$ cat src/rtl/uno_sched.sv
// Unary-op (div/exp/log) sequencer: drives the scale generator, captures the scale, runs PE iterations, returns acc_i.
// Latency: response 3+N+PE_LAT cycles after accept (N = op iteration count); rejected requests respond 1 cycle after accept.
// Backpressure: one request in flight; req_ready only in IDLE; response held stable in DONE until rsp_ready.
module uno_sched #(
  parameter int MUL_BW   = 16,
  parameter int CNT_BW   = 4,
  parameter int DIV_ITER = 8,
  parameter int EXP_ITER = 6,
  parameter int LOG_ITER = 8,
  parameter int PE_LAT   = 1
) (
  input  logic              clk,
  input  logic              rst_n,
  // request port
  input  logic              req_valid,
  output logic              req_ready,
  input  logic [1:0]        req_op,
  input  logic [MUL_BW-1:0] req_x,
  input  logic [MUL_BW-1:0] req_y,
  // scale generator
  output logic [1:0]        uno_op,
  output logic [MUL_BW-1:0] uno_x,
  output logic [MUL_BW-1:0] uno_y,
  input  logic [MUL_BW-1:0] scale_i,
  // PE control
  output logic [MUL_BW-1:0] pe_scale,
  output logic              pe_clr,
  output logic              pe_en,
  output logic [CNT_BW-1:0] pe_iter,
  input  logic [MUL_BW-1:0] acc_i,
  // response port
  output logic              rsp_valid,
  input  logic              rsp_ready,
  output logic [MUL_BW-1:0] rsp_data,
  output logic [1:0]        rsp_op,
  output logic              rsp_err,
  output logic              busy
);

  typedef enum logic [2:0] {
    IDLE  = 3'd0,
    SCALE = 3'd1,
    CAPT  = 3'd2,
    ITER  = 3'd3,
    DRAIN = 3'd4,
    DONE  = 3'd5
  } state_t;

  localparam logic [1:0] OP_GEMM = 2'b00;
  localparam logic [1:0] OP_DIV  = 2'b01;
  localparam logic [1:0] OP_EXP  = 2'b10;
  localparam logic [1:0] OP_LOG  = 2'b11;

  // Iteration counts are stored as "last index" so N = 2^CNT_BW still fits the counter.
  localparam logic [CNT_BW-1:0] DIV_LAST = CNT_BW'(DIV_ITER - 1);
  localparam logic [CNT_BW-1:0] EXP_LAST = CNT_BW'(EXP_ITER - 1);
  localparam logic [CNT_BW-1:0] LOG_LAST = CNT_BW'(LOG_ITER - 1);

  localparam int DL_BW = (PE_LAT > 1) ? $clog2(PE_LAT) : 1;
  localparam logic [DL_BW-1:0] DRAIN_LAST = DL_BW'(PE_LAT - 1);

  state_t            state_q,    state_d;
  logic [1:0]        op_q,       op_d;
  logic [1:0]        uno_op_q,   uno_op_d;
  logic [MUL_BW-1:0] uno_x_q,    uno_x_d;
  logic [MUL_BW-1:0] uno_y_q,    uno_y_d;
  logic [CNT_BW-1:0] last_q,     last_d;
  logic [CNT_BW-1:0] cnt_q,      cnt_d;
  logic [DL_BW-1:0]  dcnt_q,     dcnt_d;
  logic [MUL_BW-1:0] pe_scale_q, pe_scale_d;
  logic [MUL_BW-1:0] rsp_data_q, rsp_data_d;
  logic [1:0]        rsp_op_q,   rsp_op_d;
  logic              rsp_err_q,  rsp_err_d;

  logic              accept;
  logic              req_bad;
  logic [CNT_BW-1:0] req_last;

  // Classify the incoming request: gemm never belongs here, log needs a strictly positive argument.
  always_comb begin
    req_bad = 1'b0;
    if (req_op == OP_GEMM) begin
      req_bad = 1'b1;
    end else if (req_op == OP_LOG) begin
      req_bad = req_x[MUL_BW-1] || (req_x == '0);
    end
    case (req_op)
      OP_DIV:  req_last = DIV_LAST;
      OP_EXP:  req_last = EXP_LAST;
      OP_LOG:  req_last = LOG_LAST;
      default: req_last = DIV_LAST;
    endcase
  end

  // Next-state and Moore outputs of the sequencer.
  always_comb begin
    state_d    = state_q;
    op_d       = op_q;
    uno_op_d   = uno_op_q;
    uno_x_d    = uno_x_q;
    uno_y_d    = uno_y_q;
    last_d     = last_q;
    cnt_d      = cnt_q;
    dcnt_d     = dcnt_q;
    pe_scale_d = pe_scale_q;
    rsp_data_d = rsp_data_q;
    rsp_op_d   = rsp_op_q;
    rsp_err_d  = rsp_err_q;

    req_ready  = 1'b0;
    pe_clr     = 1'b0;
    pe_en      = 1'b0;
    pe_iter    = '0;
    rsp_valid  = 1'b0;
    accept     = 1'b0;

    case (state_q)
      IDLE: begin
        req_ready = 1'b1;
        accept    = req_valid;
        if (req_valid) begin
          op_d    = req_op;
          uno_x_d = req_x;
          uno_y_d = req_y;
          last_d  = req_last;
          if (req_bad) begin
            // Rejected: keep the scale generator idle and answer immediately.
            uno_op_d   = OP_GEMM;
            rsp_err_d  = 1'b1;
            rsp_data_d = '0;
            rsp_op_d   = req_op;
            state_d    = DONE;
          end else begin
            uno_op_d = req_op;
            state_d  = SCALE;
          end
        end
      end
      SCALE: begin
        // Scale generator registers uno_* during this cycle.
        state_d = CAPT;
      end
      CAPT: begin
        pe_clr     = 1'b1;
        pe_scale_d = scale_i;
        cnt_d      = '0;
        state_d    = ITER;
      end
      ITER: begin
        pe_en   = 1'b1;
        pe_iter = cnt_q;
        if (cnt_q == last_q) begin
          dcnt_d  = '0;
          state_d = DRAIN;
        end else begin
          cnt_d = cnt_q + CNT_BW'(1);
        end
      end
      DRAIN: begin
        // Wait for the PE pipeline to settle after the last enable.
        if (dcnt_q == DRAIN_LAST) begin
          rsp_data_d = acc_i;
          rsp_err_d  = 1'b0;
          rsp_op_d   = op_q;
          state_d    = DONE;
        end else begin
          dcnt_d = dcnt_q + DL_BW'(1);
        end
      end
      DONE: begin
        rsp_valid = 1'b1;
        if (rsp_ready) begin
          uno_op_d = OP_GEMM;
          state_d  = IDLE;
        end
      end
      default: begin
        uno_op_d = OP_GEMM;
        state_d  = IDLE;
      end
    endcase
  end

  // State and datapath registers; reset drops any in-flight request.
  always_ff @(posedge clk or negedge rst_n) begin
    if (!rst_n) begin
      state_q    <= IDLE;
      op_q       <= '0;
      uno_op_q   <= '0;
      uno_x_q    <= '0;
      uno_y_q    <= '0;
      last_q     <= '0;
      cnt_q      <= '0;
      dcnt_q     <= '0;
      pe_scale_q <= '0;
      rsp_data_q <= '0;
      rsp_op_q   <= '0;
      rsp_err_q  <= 1'b0;
    end else begin
      state_q    <= state_d;
      op_q       <= op_d;
      uno_op_q   <= uno_op_d;
      uno_x_q    <= uno_x_d;
      uno_y_q    <= uno_y_d;
      last_q     <= last_d;
      cnt_q      <= cnt_d;
      dcnt_q     <= dcnt_d;
      pe_scale_q <= pe_scale_d;
      rsp_data_q <= rsp_data_d;
      rsp_op_q   <= rsp_op_d;
      rsp_err_q  <= rsp_err_d;
    end
  end

  assign uno_op   = uno_op_q;
  assign uno_x    = uno_x_q;
  assign uno_y    = uno_y_q;
  assign pe_scale = pe_scale_q;
  assign rsp_data = rsp_data_q;
  assign rsp_op   = rsp_op_q;
  assign rsp_err  = rsp_err_q;
  assign busy     = (state_q != IDLE);

`ifndef SYNTHESIS
  // A handshake can only complete in IDLE.
  always_ff @(posedge clk) begin
    if (rst_n && accept) begin
      assert (state_q == IDLE);
    end
  end
`endif

endmodule

$ cat config.mk
export PLATFORM = sky130hd
export DESIGN_NAME = uno_sched
export DESIGN_NICKNAME = d
export VERILOG_FILES = /design/src/rtl/uno_sched.sv
export SDC_FILE = /design/constraint.sdc
export NUM_CORES = 1
export LEC_CHECK = 0
export CAP_MARGIN = 40
export CORE_MARGIN = 3
export CORE_UTILIZATION = 37
export DETAILED_ROUTE_END_ITERATION = 7
export PLACE_DENSITY = 0.73
export SLEW_MARGIN = 25
export SYNTH_ARGS = -nofsm -noshare
export SYNTH_HDL_FRONTEND = slang
export SYNTH_SLANG_ARGS = --single-unit
$ cat constraint.sdc
create_clock -name clk -period 4.5 [get_ports clk]
set_input_delay 0.9 -clock clk [delete_from_list [all_inputs] [get_ports clk]]
set_output_delay 0.9 -clock clk [all_outputs]
set_load 0.02 [all_outputs]
==> metrics.txt <==
Critical Path RT=3600 ps; Die H=between 90 and 100 um; reg2reg setup slack=2160 ps; CTS tree=yes; Post-CTS Resized=0; Post-synth top cells=dfrtp_1 (80), nand2_1 (58), mux2_2 (35); Vias/cell=a little under 5; fraction of the mapped netlist area in simple logic gates=0.118; Fmax=319 MHz; ys flop type=dfrtp_1; Die ar.=0.00995 mm2; Synthesized Nets=330; global route hottest layer=met2; Final setup viols=0; FF+latch count, synth=80; Setup crit end=pe_clr; clk root buf=clkbuf_8; Starting Density=0.388; Critical R2R Launch=state_q[2]$_DFFE_PN0P_; GRT overflow=0; area leader, netlist=dfrtp_1; count of different cell masters after synthesis=43; largest net degree at the start of global routing=45; post-DP HPWL=approximately 6000 um; Setup Buffers After CTS=0; final wirelength=8030 um; Yosys top cell area share=0.616; clock latency on the worst-skew pair=340 ps; placement row count=33; outcome=finished clean; first-pass GRT wire length=approximately 13000 um; number of synthesized flops with an enable pin=0; core area=approximately 0.0084 mm2; peak supply drop=371 uV; mux contribution to synthesized area=0.140; # hold bufs at CTS=0; Post-DP Area=0.00484 mm2; cts bufs inserted=9; final core utilization=0.605; reg2reg end=rsp_op[1]$_DFFE_PN0P_; worst min-delay path category=reg2reg; clk_skew=roughly 11 ps; unrepaired setup endpoints after global routing=no; nets=478; cells taking the most area after synthesis=dfrtp_1 (62%), mux2_2 (12%), nand2_1 (6.7%), a22o_1 (4.3%), and2_1 (0.96%); routed vias=2527; CP Launch Point=state_q[2]$_DFFE_PN0P_; P_leak=2.22 nW; die width=99.7 um; Post-Syn Area per Cell=~13 um2; top fanout value on the critical path=17; number of fill cells=682; Syn Inst Count=259; I/O pin cnt=148; register clock-pin slew on the reported worst setup and hold paths=about 70 ps; Area Growth Syn to Fin=56.1%; initial DRC count=70; port buffer count=147; Least-Margin Pin Slew=roughly 800 ps; area of the multi-input gates=0.00117 mm2; Adder-Cell Fraction of Synth Area=0.00385; met2 Track Usage GR=0.268; final hold violations=0; htree depth=3; setup tns final=0 ps; CP Capture Type=output port; final instance area=0.00507 mm2; Max Root-Sink Buffers=2; async set-reset flop share out of synthesis=1.00; initial antenna violation count=0; GPL Wtd Cong=0.732; max-slew violations=0; DRC=0; P per Cell Area=690 mW/mm2; Warnings, synthesis=0; Mapped Area=0.00325 mm2; main combinational cell family by area after synthesis=multiplexers; WS Path Type=reg2out; number of clock sinks=80; Final ANT Viol Nets=0; WL/cell=15.5 um; Final min period=3140 ps; crit share post-route=0.698; vias in the first global route=2755; XOR/XNOR Fraction of Synth Area=0.00539; DRT Pass-1 Iters=4; Synth Area in Compound Gates=0.0878; relative slew slack=0.457; most frequent cell after synthesis=dfrtp_1; GRT met1 Usage=0.208; Seq/Total Area, Yosys=0.616; met3 usage=0.0792; share of cells above drive strength 1=0.146; Crit path arrival time=2240 ps; gr usage total=0.168; CP Launch Type=flip-flop; diode count=0; register area=0.00200 mm2; Reg2Reg Depth=5; max_cap viols=0
==> cells by family after synthesis <==
family	Yosys count
adders and majority gates	1
DFF	80
buffers and inverters	19
and+or+nand+nor	82
muxes	40
AOI/OAI and AO/OA	35
xor gates and xnor gates	2
==> per-stage QoR <==
stage	hold slack (ps)	setup WS, ps	instances	power (mW)
2_1_floorplan	455	2270	259	2.08
3_3_place_gp	460	1180	499	2.86
3_5_place_dp	463	1270	501	2.90
4_1_cts	482	1320	517	3.55
5_1_grt	501	1120	517	3.73
6_report	482	1360	517	3.50
==> layout make-up <==
type | instances | area share
multi-input combinational | 160 | 0.231
tap | 105 | 0.0259
clock inverter | 5 | 0.0205
clock buffer | 11 | 0.0259
sequential | 80 | 0.394
timing repair buffer | 151 | 0.299
inverter | 5 | 0.00370
==> where the power goes <==
part | switching, mW | internal (mW) | leakage (nW) | total [mW]
registers | 0.202 | 1.04 | 0.993 | 1.24
logic | 0.799 | 0.840 | 1.11 | 1.64
clock network | 0.253 | 0.370 | 0.118 | 0.624
==> metal layers <==
metal	up-vias	routed length [um]
met1	1224	3350
met5	-	0
li1	1201	-
met4	0	26
met2	100	3810
met3	2	837
==> flip-flops by register name (all words and copies together), names as in the netlist <==
| signal | flops |
|---|---|
| pe_scale | 16 |
| rsp_data | 16 |
| uno_x | 16 |
| uno_y | 16 |
| cnt_q | 4 |
| state_q | 3 |
| last_q | 2 |
| op_q | 2 |
| rsp_op | 2 |
| uno_op | 2 |
| rsp_err | 1 |
==> worst max-delay path, stage by stage (launching register included) <==
cell and delay, ps:
dfrtp_1 570, inv_1 120, nand3b_1 160, clkinv_1 380, clkdlybuf4s50_1 670
==> worst min-delay path by stage <==
stage | start | to | cells after the start
final | pe_scale[12]$_DFFE_PN0P_ | pe_scale[12]$_DFFE_PN0P_ | 2
after global routing | pe_scale[12]$_DFFE_PN0P_ | pe_scale[12]$_DFFE_PN0P_ | 2
after CTS | pe_scale[12]$_DFFE_PN0P_ | pe_scale[12]$_DFFE_PN0P_ | 2
after detailed placement | pe_scale[12]$_DFFE_PN0P_ | pe_scale[12]$_DFFE_PN0P_ | 2
after global placement | pe_scale[0]$_DFFE_PN0P_ | pe_scale[0]$_DFFE_PN0P_ | 2
after floorplan | last_q[0]$_DFFE_PN0P_ | last_q[0]$_DFFE_PN0P_ | 1
==> layout by cell type (no fill, tap or decap), types with 2 or more instances in the layout <==
| master | instances |
|---|---|
| clkbuf_1 | 2 |
| clkdlybuf4s50_1 | 146 |
| mux2_2 | 35 |
| clkbuf_8 | 9 |
| nand3_1 | 3 |
| nand2_1 | 58 |
| and2_1 | 5 |
| bufinv_16 | 3 |
| buf_4 | 3 |
| inv_1 | 4 |
| nor2_1 | 3 |
| mux2i_1 | 3 |
| nor4_1 | 4 |
| a211oi_1 | 2 |
| dfrtp_1 | 80 |
| mux2_4 | 2 |
| o21ai_0 | 5 |
| a22o_1 | 16 |
Note: power is estimated with default switching activity, not from simulation.
